`src/rtl/eth_tx_framer.sv`:
```
// eth_tx_framer
//
// Builds an Ethernet frame from payload bytes held in an upstream byte FIFO.
// Frame order: 7 x 0x55 preamble, 0xD5 SFD, len payload bytes, zero pad up to
// MIN_LEN, optional 4-byte FCS (LSB first), then IFG_CYCLES idle cycles.
//
// Optional feature macro: TX_FCS_EN
//   defined   -> reflected CRC-32 over payload+pad, FCS appended, tx_last on
//                the 4th FCS byte.
//   undefined -> no CRC logic, tx_last on the final payload/pad byte.
//
// Ports
//   clk, rst       clock, synchronous active-high reset
//   start, len     frame request and payload length (sampled only in IDLE)
//   busy           frame or inter-frame gap in progress
//   fifo_rd_en     read strobe to FIFO; fifo_dout valid one cycle later
//   fifo_dout      FIFO read data
//   fifo_empty     FIFO empty flag
//   tx_valid       tx_data / tx_last valid (registered, held until tx_ready)
//   tx_data        frame byte
//   tx_last        marks the final byte of the frame
//   tx_ready       downstream accepts the byte on tx_valid & tx_ready
module eth_tx_framer #(
  parameter int MIN_LEN    = 60,
  parameter int IFG_CYCLES = 12,
  parameter int LEN_WIDTH  = 11
) (
  input  logic                 clk,
  input  logic                 rst,
  input  logic                 start,
  input  logic [LEN_WIDTH-1:0] len,
  output logic                 busy,
  output logic                 fifo_rd_en,
  input  logic [7:0]           fifo_dout,
  input  logic                 fifo_empty,
  output logic                 tx_valid,
  output logic [7:0]           tx_data,
  output logic                 tx_last,
  input  logic                 tx_ready
);

  typedef enum logic [2:0] {
    S_IDLE, S_PREAMBLE, S_SFD, S_PAYLOAD, S_PAD, S_FCS, S_IFG
  } state_t;

  localparam logic [LEN_WIDTH-1:0] MIN_LEN_W  = LEN_WIDTH'(MIN_LEN);
  localparam logic [LEN_WIDTH-1:0] MIN_LEN_M1 = LEN_WIDTH'(MIN_LEN - 1);
  localparam logic [LEN_WIDTH-1:0] PRE_LAST   = LEN_WIDTH'(6);
  localparam logic [15:0]          IFG_LAST   = 16'(IFG_CYCLES - 1);

  state_t               state, state_nxt;
  logic [LEN_WIDTH-1:0] cnt, cnt_nxt;
  logic [15:0]          ifg_cnt, ifg_nxt;
  logic [LEN_WIDTH-1:0] len_q;
  logic [LEN_WIDTH-1:0] len_m1;
  logic [LEN_WIDTH-1:0] req_cnt;

  // Two-entry prefetch buffer; buf0 is the head.
  logic [7:0]           buf0, buf1;
  logic [1:0]           buf_cnt;
  logic                 inflight;
  logic                 head_vld;
  logic [7:0]           head_byte;
  logic                 pop;

  logic                 accept;
  logic                 load;
  logic                 out_we, out_valid, out_last;
  logic [7:0]           out_data;

`ifdef TX_FCS_EN
  logic [31:0]          crc;
  logic [31:0]          fcs;

  function automatic logic [31:0] crc32_byte(input logic [31:0] c, input logic [7:0] d);
    logic [31:0] r;
    r = c ^ {24'h0, d};
    for (int i = 0; i < 8; i++) begin
      r = r[0] ? ((r >> 1) ^ 32'hEDB8_8320) : (r >> 1);
    end
    return r;
  endfunction

  assign fcs = ~crc;
`endif

  assign busy      = (state != S_IDLE);
  assign accept    = (state == S_IDLE) && start;
  // Output register can take a new byte when empty or being accepted now.
  assign load      = !tx_valid || tx_ready;
  assign len_m1    = len_q - LEN_WIDTH'(1);
  // A byte arriving from the FIFO this cycle can be forwarded directly when
  // the buffer is empty, which keeps the payload at one byte per cycle.
  assign head_vld  = (buf_cnt != 2'd0) || inflight;
  assign head_byte = (buf_cnt != 2'd0) ? buf0 : fifo_dout;

  assign fifo_rd_en = !rst && !fifo_empty &&
                      (state == S_PREAMBLE || state == S_SFD || state == S_PAYLOAD) &&
                      ((buf_cnt + 2'(inflight)) < 2'd2) &&
                      (req_cnt < len_q);

  always_comb begin
    state_nxt = state;
    cnt_nxt   = cnt;
    ifg_nxt   = ifg_cnt;
    out_we    = 1'b0;
    out_valid = 1'b0;
    out_data  = tx_data;
    out_last  = 1'b0;
    pop       = 1'b0;
    case (state)
      S_IDLE: begin
        if (start) begin
          out_we    = 1'b1;
          out_valid = 1'b1;
          out_data  = 8'h55;
          cnt_nxt   = LEN_WIDTH'(1);
          state_nxt = S_PREAMBLE;
        end
      end
      S_PREAMBLE: begin
        if (load) begin
          out_we    = 1'b1;
          out_valid = 1'b1;
          out_data  = 8'h55;
          cnt_nxt   = cnt + LEN_WIDTH'(1);
          if (cnt == PRE_LAST) state_nxt = S_SFD;
        end
      end
      S_SFD: begin
        if (load) begin
          out_we    = 1'b1;
          out_valid = 1'b1;
          out_data  = 8'hD5;
          cnt_nxt   = '0;
          if (len_q != '0) state_nxt = S_PAYLOAD;
          else if (MIN_LEN > 0) state_nxt = S_PAD;
          else begin
`ifdef TX_FCS_EN
            state_nxt = S_FCS;
`else
            out_last  = 1'b1;
            state_nxt = S_IFG;
`endif
          end
        end
      end
      S_PAYLOAD: begin
        if (load) begin
          out_we = 1'b1;
          if (head_vld) begin
            out_valid = 1'b1;
            out_data  = head_byte;
            pop       = 1'b1;
            cnt_nxt   = cnt + LEN_WIDTH'(1);
            if (cnt == len_m1) begin
              if (len_q < MIN_LEN_W) state_nxt = S_PAD;
              else begin
`ifdef TX_FCS_EN
                cnt_nxt   = '0;
                state_nxt = S_FCS;
`else
                out_last  = 1'b1;
                state_nxt = S_IFG;
`endif
              end
            end
          end
        end
      end
      S_PAD: begin
        if (load) begin
          out_we    = 1'b1;
          out_valid = 1'b1;
          out_data  = 8'h00;
          cnt_nxt   = cnt + LEN_WIDTH'(1);
          if (cnt == MIN_LEN_M1) begin
`ifdef TX_FCS_EN
            cnt_nxt   = '0;
            state_nxt = S_FCS;
`else
            out_last  = 1'b1;
            state_nxt = S_IFG;
`endif
          end
        end
      end
`ifdef TX_FCS_EN
      S_FCS: begin
        if (load) begin
          out_we    = 1'b1;
          out_valid = 1'b1;
          case (cnt[1:0])
            2'd0:    out_data = fcs[7:0];
            2'd1:    out_data = fcs[15:8];
            2'd2:    out_data = fcs[23:16];
            default: out_data = fcs[31:24];
          endcase
          cnt_nxt = cnt + LEN_WIDTH'(1);
          if (cnt[1:0] == 2'd3) begin
            out_last  = 1'b1;
            state_nxt = S_IFG;
          end
        end
      end
`endif
      S_IFG: begin
        // The gap starts counting only once the final byte has been taken.
        if (tx_valid) begin
          if (tx_ready) begin
            out_we  = 1'b1;
            ifg_nxt = '0;
          end
        end else begin
          ifg_nxt = ifg_cnt + 16'd1;
          if (ifg_cnt >= IFG_LAST) state_nxt = S_IDLE;
        end
      end
      default: state_nxt = S_IDLE;
    endcase
  end

  // Control and output register stage
  always_ff @(posedge clk) begin
    if (rst) begin
      state    <= S_IDLE;
      cnt      <= '0;
      ifg_cnt  <= '0;
      len_q    <= '0;
      req_cnt  <= '0;
      buf_cnt  <= 2'd0;
      inflight <= 1'b0;
      tx_valid <= 1'b0;
      tx_data  <= 8'h00;
      tx_last  <= 1'b0;
    end else begin
      state    <= state_nxt;
      cnt      <= cnt_nxt;
      ifg_cnt  <= ifg_nxt;
      inflight <= fifo_rd_en;
      buf_cnt  <= buf_cnt + 2'(inflight) - 2'(pop);
      if (accept) begin
        len_q   <= len;
        req_cnt <= '0;
      end else if (fifo_rd_en) begin
        req_cnt <= req_cnt + LEN_WIDTH'(1);
      end
      if (out_we) begin
        tx_valid <= out_valid;
        tx_data  <= out_data;
        tx_last  <= out_last;
      end
    end
  end

  // Prefetch buffer data stage
  always_ff @(posedge clk) begin
    case ({inflight, pop})
      2'b11: begin
        if (buf_cnt == 2'd1) begin
          buf0 <= fifo_dout;
        end else if (buf_cnt == 2'd2) begin
          buf0 <= buf1;
          buf1 <= fifo_dout;
        end
      end
      2'b01: buf0 <= buf1;
      2'b10: begin
        if (buf_cnt == 2'd0) buf0 <= fifo_dout;
        else                 buf1 <= fifo_dout;
      end
      default: ;
    endcase
  end

`ifdef TX_FCS_EN
  // CRC stage
  always_ff @(posedge clk) begin
    if (accept) begin
      crc <= 32'hFFFF_FFFF;
    end else if (out_we && out_valid && (state == S_PAYLOAD || state == S_PAD)) begin
      crc <= crc32_byte(crc, out_data);
    end
  end
`endif

endmodule

```
`config.mk`:
```
export PLATFORM = sky130hd
export DESIGN_NAME = eth_tx_framer
export DESIGN_NICKNAME = d
export VERILOG_FILES = /design/src/rtl/eth_tx_framer.sv
export SDC_FILE = /design/constraint.sdc
export NUM_CORES = 1
export LEC_CHECK = 0
export ABC_AREA = 1
export BUFFER_PORTS_ARGS = -buffer_cell sky130_fd_sc_hd__buf_2
export CAP_MARGIN = 10
export CORE_UTILIZATION = 61
export CTS_CLUSTER_DIAMETER = 40
export DETAILED_ROUTE_END_ITERATION = 6
export PLACE_DENSITY = 0.91
export SLEW_MARGIN = 15
export SYNTH_ARGS = -nofsm -noshare
export SYNTH_HDL_FRONTEND = slang
export SYNTH_SLANG_ARGS = --single-unit
```
`constraint.sdc`:
```
create_clock -name clk -period 3.7 [get_ports clk]
set_clock_uncertainty 0.1 [all_clocks]
set_input_delay 0 -clock clk [delete_from_list [all_inputs] [get_ports clk]]
set_output_delay 0 -clock clk [all_outputs]
set_load 0.05 [all_outputs]
```
### Word-level counts from Yosys, hierarchy flattened

Cells that the tools add are included.

| operators by class | value |
|---|---|
| add/subtract/negate cells | 6 |
| magnitude comparators | 4 |
| eq/ne operators | 31 |
| muxes and demuxes | 54 |
| reductions and logical operators | 31 |

Operators by type and width:

| kind | number |
|---|---|
| $mux W8 | 13 |
| $mux W11 | 5 |
| $pmux W11 S4 | 1 |
| $pmux W8 S5 | 1 |
| $mux W3 | 12 |
| $mux W16 | 2 |
| $ne A2 B2 Y1 const B | 13 |
| $pmux W8 S3 | 1 |
| $add A11 B1 Y11 const B | 2 |
| $pmux W3 S6 | 1 |
| $add A16 B1 Y16 const B | 1 |
| $ge A16 B4 Y1 const B | 1 |
| $pmux W8 S2 | 1 |
| $mux W1 | 13 |
| $eq A11 B11 Y1 | 1 |
| $eq A11 B3 Y1 const B | 1 |
| $eq A11 B6 Y1 const B | 1 |
| $lt A11 B11 Y1 | 1 |
| $lt A11 B6 Y1 const B | 1 |
| $reduce_and A11 Y1 | 1 |
| $reduce_bool A11 Y1 | 1 |
| $sub A11 B1 Y11 const B | 1 |
| $ne A2 B1 Y1 const B | 4 |
| $reduce_and A8 Y1 | 1 |
| other kinds (28) | 46 |

| storage, ports and cells | value |
|---|---|
| flip-flop bits (word level) | 81 |
| bits of input ports | 24 |
| output and inout port bits | 12 |
| word-level logic and storage cells | 138 |

### Longest topological paths before layout

Gate-level depths: netlist (run 1).

| logic depth | value |
|---|---|
| depth in word-level cells | 8 |
| gate-level depth with buffers | 16 |
| mapped depth without buffers | 16 |

### Least setup slack after synthesis (run 1)

OpenSTA, ideal clock, no wires.

| timing path | value |
|---|---|
| path type | register to register |
| from | reg buf_cnt[0] |
| to | reg buf0[0] (enable) |
| library setup time | 385 ps |
| arrival | 2267 ps |
| required time | 3215 ps |
| setup slack | 948 ps |
| stages on the path, launching flop included | 11 |
| path buffers | 1 |
| clock period less this slack | 2752 ps |
| cells stage by stage | dfxtp_1 > inv_1 > ha_1 > inv_1 > nor2_1 > nor3_4 > inv_1 > ha_1 > clkbuf_1 > nand2_1 > nor3b_1 |

| between the ends | value |
|---|---|
| word-level cells in the longest chain between the ends | 8 |
| elaborated cells between the ends (all ways) | 15 |
| those cells by class | eq/ne: 7; mux: 3; reduce/logical: 5 |

Ends and longest elaborated chain:

| what | line | source |
|---|---|---|
| start: declaration | 60 | `logic [1:0] buf_cnt;` |
| start signal: assignment | 241 | `buf_cnt <= buf_cnt + 2'(inflight) - 2'(pop);` |
| $reduce_bool A2 Y1 | 94 | `assign head_vld = (buf_cnt != 2'd0) \|\| inflight;` |
| $logic_or A1 B1 Y1 | 94 |  |
| $mux W1 | 151 | `if (head_vld) begin` |
| $mux W1 | 149 | `if (load) begin` |
| $mux W1 | 111 | `case (state)` |
| $eq A2 B2 Y1 or $eq A2 B1 Y1 (tied branches) | 258 | `case ({inflight, pop})` |
| $ne A3 B3 Y1 (no source line) (tied with other cells) | n/a |  |
| $reduce_and A3 Y1 (no source line) * | n/a |  |
| end signal: assignment | 261 | `buf0 <= fifo_dout;` |
| end signal: assignment | 263 | `buf0 <= buf1;` |
| end signal: assignment | 267 | `2'b01: buf0 <= buf1;` |
| end: declaration | 59 | `logic [7:0] buf0, buf1;` |

Mark *: on every way between the ends. The rest lies on a longest branch, timed or not.
A chain may end at the register's enable or synchronous reset.

### Worst setup path in the final report (run 1)

| timing path | value |
|---|---|
| from | reg buf_cnt[1] |
| to | reg buf0[2] (enable) |

The elaborated chain is that of the path after synthesis.

==> results of run 1 <==
-- state kept, by name, summed over array words and instances, names as in the netlist, 3 cells and up --
signal / count
ifg_cnt: 16
cnt: 11
len_q: 11
req_cnt: 11
buf0: 8
buf1: 8
tx_data: 8
state: 3
-- critical path, stage by stage (launching register included) --
cell     delay [ns]
dfxtp_1        0.39
inv_1          0.08
ha_1           0.31
inv_1          0.22
nor2_1         0.14
nor3_4         0.32
inv_1          0.12
ha_1           0.29
nand2_1        0.11
nor3b_1        0.52
buf_4          0.25
-- cell families (layout without fill, tap and decap cells) --
family	after synthesis	after routing
simple gates	310	310
compound gates	145	145
buf+inv	102	158
flops	81	81
fa+ha+maj	25	25
xor+xnor	9	9
other cells	0	1
-- cell usage in the layout (no fill, tap or decap), types with 6 or more instances in the layout --
| cell | instances |
|---|---|
| a21oi_1 | 67 |
| nor2_2 | 6 |
| nand3_1 | 39 |
| ha_1 | 25 |
| nand4_1 | 11 |
| nor3_1 | 13 |
| inv_1 | 81 |
| clkbuf_8 | 10 |
| buf_2 | 35 |
| nand2_1 | 136 |
| nor2_1 | 80 |
| o21a_1 | 6 |
| o21ai_0 | 51 |
| dfxtp_1 | 65 |
| edfxtp_1 | 16 |
| dlygate4sd3_1 | 20 |
-- cell type report --
type / count / share of cell area, %
inverter: 85 / 5.92
timing repair buffer: 57 / 7.25
multi-input combinational: 489 / 47.7
clock inverter: 4 / 0.975
clock buffer: 12 / 2.69
sequential: 81 / 33.1
tap: 99 / 2.30
antenna: 1 / 0.0464
-- through the flow --
step | setup WS (ns) | cells
floorplan | 0.948 | 672
global placement | 0.829 | 791
detailed placement | 0.636 | 791
CTS | 0.585 | 827
global route | 0.296 | 828
finish | 0.572 | 828
-- worst max-delay path by stage --
stage,start,endpoint,slack [ns],depth (start not counted)
after floorplan,buf_cnt[0],buf0[0],0.95,10
after global placement,buf_cnt[0],buf0[7],0.83,10
after detailed placement,buf_cnt[0],buf0[2],0.64,10
after CTS,buf_cnt[1],buf0[2],0.58,10
after global routing,buf_cnt[1],buf0[6],0.30,10
final,buf_cnt[1],buf0[2],0.57,10
-- where the power goes --
part           switching (mW)  leakage (nW)  internal (mW)
registers               0.127         0.674           1.03
clock network           0.324        0.0971          0.332
logic                    1.04          1.56          0.420
total                    1.49          2.33           1.78
-- metal layers --
metal / wire (um) / global-route usage (%) / share of wire, % / vias up
met5: 0 / 0 / 0 / -
met4: 379 / 13.2 / 3.2 / 0
met3: 740 / 7.15 / 6.2 / 40
met2: 5780 / 52.2 / 48 / 186
met1: 5130 / 37.2 / 43 / 2179
li1: - / - / - / 2346
-- what timing repair did --
item,4_1_cts,5_1_grt
hold endpoints to repair,36,0
resized for setup,0,0
hold buffers,20,0
buffers inserted,0,0
setup endpoints to repair,0,0
==> flow_summary.json, run 1 <==
{
  "status": "finished, final reports clean",
  "synth-seq-area-share_pct": 37.5,
  "hp-start": "fifo_empty",
  "grt_antenna_before_repair": 1,
  "netlist_instances": 672,
  "leakagePower_nw": 2.33,
  "rsz0062_at_grt": "false",
  "holdWs_ns": 0.134,
  "crit_type": "flip-flop to flip-flop",
  "ys_types": 43,
  "area_growth_pct": 13.3,
  "setup.worst_path.start_class": "flip-flop",
  "root_buffer": "clkbuf_8",
  "drtIter0Drc": 484,
  "numCtsBuffers": 9,
  "max_freq_mhz": 320,
  "grt-ovfl-total": 0,
  "synthesis.area_per_instance_um2": 7.08,
  "worstMarginPinSlew_ns": 0.615,
  "dp_hpwl_um": 8450,
  "syn_nets": 721,
  "crit_arrival_ns": 3.10,
  "die_h_um": 90.3,
  "nets": 772,
  "synth_compound_area_share_pct": 16.8,
  "critical_path.max_fanout": 12,
  "worst_slew_margin_rel_pct": 58.9,
  "r2r_cells": 10,
  "synthXorXnorAreaFrac_pct": 1.66,
  "std_cell_rows": 31,
  "hold-path-endpoint": "inflight",
  "gp_congestion": 0.916,
  "setup_viol": 0,
  "slew_violations": 0,
  "synth-async-reset-ratio_pct": 0,
  "drive_gt1_share_pct": 9.75,
  "synth-simple-area-share_pct": 29.1,
  "synthFlopType": "dfxtp_1",
  "cellPowerDensity_nw_per_um2": 609,
  "syn-cell-area_um2": 4760,
  "grt_pass1_wl_um": 20300,
  "drtPass1Iterations": 6,
  "end_kind": "flip-flop",
  "ys_top_cells_by_area": "dfxtp_1, nand2_1, edfxtp_1",
  "multi_input_area_um2": 2570,
  "vias": 4751,
  "initial_core_util_pct": 64.2,
  "die_area_um2": 8160,
  "core_um2": 7410,
  "track_usage_pct": 30.7,
  "vias_per_cell": 5.74,
  "place_area_um2": 4990,
  "io_pins": 36,
  "yosys_warnings": 0,
  "wl_um": 12000,
  "fin_total_pwr_mw": 3.28,
  "grt_max_degree": 24,
  "synthMuxAreaShare_pct": 0,
  "grt_pass1_vias": 4440,
  "die_w_um": 90.3,
  "timing.rr.start": "buf_cnt[1]",
  "drv_cap": 0,
  "clk_path_buf_depth": 2,
  "utilization_pct": 72.7,
  "cts_sinks": 81,
  "synth_fa_ha_area_share_pct": 6.58,
  "hold_depth": 4,
  "route.detailed.drc": 0,
  "finalSetupTns_ns": 0,
  "yosys-top-cells-count": "nand2_1, inv_1, nor2_1",
  "synth_top_cell_by_area": "dfxtp_1",
  "synth_top_family_by_area": "simple AND/OR/NAND/NOR gates",
  "post-route-period-util_pct": 84.5,
  "clk_pin_slew_worst_paths_ns": 0.09,
  "htree_levels": 3,
  "rrSetupSlack_ns": 0.57,
  "hp-class": "input pin to flip-flop",
  "worstPathRequired_ns": 3.68,
  "final_area_um2": 5390,
  "final.fill_count": 557,
  "clk_latency_ns": 0.36,
  "synth.most_common_cell": "nand2_1",
  "seq_area_um2": 1780,
  "synth_top_area_share_pct": 27.4,
  "synth_edf_count": 16,
  "finalHoldViolCount": 0,
  "portBuffers": 35,
  "post_drt_wl_per_cell_um": 14.5,
  "fin_crit_ns": 3.13,
  "max-vdd-ir-drop_v": 0.000471,
  "cts_tree": "yes",
  "worstReg2RegEnd": "buf0[2]",
  "ant_nets": 0,
  "ys_ff_latch": 81
}
Power figures use the tool's default switching activity.
==> run 2, diff against run 1 <==
Settings changed: CORE_UTILIZATION 61 to 55, PLACE_DENSITY 0.91 to 0.87.
Clock period 3.7 ns to 2.6 ns, I/O delays scaled along.
==> run 2 against run 1 <==
Net effect: first-iteration DRC count down 30%; critical path depth stayed put; sequential power increased by 39%; clock power rose by 36%; register-to-register slack worse by 0.39 ns; fmax is 29% higher; die area up 11%.
==> flow_summary.json, run 2 (synthesis results as in run 1) <==
{
  "status": "finished, final reports clean",
  "mostFrequentLayoutCell": "nand2_1",
  "portBuffers": 35,
  "clk_path_buf_depth": 2,
  "finalSetupTns_ns": 0,
  "drv_cap": 0,
  "core_um2": 8300,
  "cts_tree": "yes",
  "timing.rr.start": "buf_cnt[0]",
  "switching_share_pct": 45.2,
  "root_buffer": "clkbuf_8",
  "finalHoldViolCount": 0,
  "vias_per_cell": 5.51,
  "pwr-share-comb_pct": 46.3,
  "setup_viol": 0,
  "p_seq_share_pct": 34.5,
  "die_w_um": 95,
  "drive_gt1_share_pct": 11.5,
  "pwr-share-clk_pct": 19.1,
  "end_kind": "flip-flop",
  "leakagePower_nw": 2.38,
  "worst_slew_margin_rel_pct": 60.2,
  "io_pins": 36,
  "grt_max_degree": 23,
  "ant_nets": 0,
  "crit_arrival_ns": 2.41,
  "post_drt_wl_per_cell_um": 13.2,
  "area_growth_pct": 15.0,
  "route.detailed.drc": 0,
  "numCtsBuffers": 9,
  "largest_reg_flops": 16,
  "grt_antenna_before_repair": 0,
  "drtPass1Iterations": 5,
  "nets": 782,
  "vias": 4649,
  "cts_sinks": 81,
  "stdcell_count": 843,
  "cts_setup_buffers": 0,
  "layout.cells.most_common_list": "nand2_1, inv_1, nor2_1, a21oi_1, dfxtp_1",
  "p_int_mw": 2.55,
  "grt-ovfl-total": 0,
  "antennaDiodeCount": 0,
  "die_area_um2": 9030,
  "dp_hpwl_um": 8210,
  "cellPowerDensity_nw_per_um2": 851,
  "critical_path.max_fanout": 8,
  "setup.worst_path.start_class": "flip-flop",
  "p_sw_mw": 2.11,
  "initial_core_util_pct": 57.3,
  "final.fill_count": 686,
  "track_usage_pct": 26.7,
  "gp_congestion": 0.941,
  "grt_pass1_vias": 4404,
  "die_h_um": 95,
  "crit_start": "buf_cnt[0]",
  "clk_latency_ns": 0.37,
  "hp-start": "fifo_empty",
  "rsz0062_at_grt": "false",
  "worstPathRequired_ns": 2.59,
  "dp_slack_ns": 0.154,
  "htree_levels": 3,
  "max-vdd-ir-drop_v": 0.000852,
  "dp.cells": 807,
  "slew_violations": 0,
  "worstMarginPinSlew_ns": 0.596,
  "grt_pass1_wl_um": 18900,
  "drtIter0Drc": 339,
  "clk_pin_slew_worst_paths_ns": 0.09,
  "hp-class": "input pin to flip-flop",
  "setup_ws_ns": 0.179,
  "crit_type": "flip-flop to flip-flop",
  "wl_um": 11200,
  "std_cell_rows": 33,
  "regMostFlops": "ifg_cnt",
  "fin_crit_ns": 2.42,
  "max_freq_mhz": 413,
  "post-route-period-util_pct": 93.1
}
run 2: worst max-delay path, stage by stage (launching register included):
cell and delay, ns:
dfxtp_1 0.37, inv_1 0.07, ha_1 0.21, inv_1 0.07
nor2_1 0.08, nor3_4 0.30, inv_1 0.13, ha_1 0.31
nand2_1 0.12, nor3b_2 0.17, buf_4 0.20
run 2: path summary, 6_finish.rpt:
check,depth (start not counted),slack (ns),end
max,10,0.18,buf0[1]
min,5,0.03,req_cnt[0]
max reg2reg,10,0.18,buf0[1]
min reg2reg,2,0.38,tx_data[7]
run 2: metal layers:
| layer | GRT usage (%) | part of all wire, % | vias up |
|---|---|---|---|
| li1 | - | - | 2353 |
| met1 | 33.1 | 43 | 2124 |
| met2 | 45.7 | 49 | 139 |
| met3 | 4.75 | 5.6 | 33 |
| met4 | 10.7 | 2.6 | 0 |
| met5 | 0 | 0 | - |
run 2: what timing repair did:
action | in CTS | in global routing
endpoints found under the setup margin | 0 | 9
hold buffers | 20 | 0
hold endpoints to repair | 37 | 0
gates resized for setup | 0 | 2
run 2: power groups by stage:
stage	logic [mW]	clock network (mW)	registers [mW]
6_report	2.16	0.890	1.61
5_1_grt	2.40	0.954	1.63
4_1_cts	2.12	0.901	1.61
2_1_floorplan	1.43	0	1.81
3_5_place_dp	2.08	0	1.63
3_3_place_gp	2.04	0	1.62
run 2: cell type report:
type	count	area, um2	share of cell area, %
repair buffers	67	465	8.51
inverters	85	319	5.83
clock inverters	5	38.8	0.709
multi-input cells	489	2580	47.2
flip-flops and latches	81	1780	32.6
clock buffers	11	153	2.79
well taps	105	131	2.40
run 2: per-stage QoR:
step                      hold WS [ns]  utilization [%]  power (mW)  instance area, um2
final                           0.0342             65.9        4.65                5470
after global routing             0.101             65.9        4.99                5470
after CTS                       0.0237             65.9        4.63                5470
after detailed placement         0.111             61.1        3.72                5070
after global placement           0.110             61.1        3.66                5070
after floorplan               -0.00113                -        3.24                4760
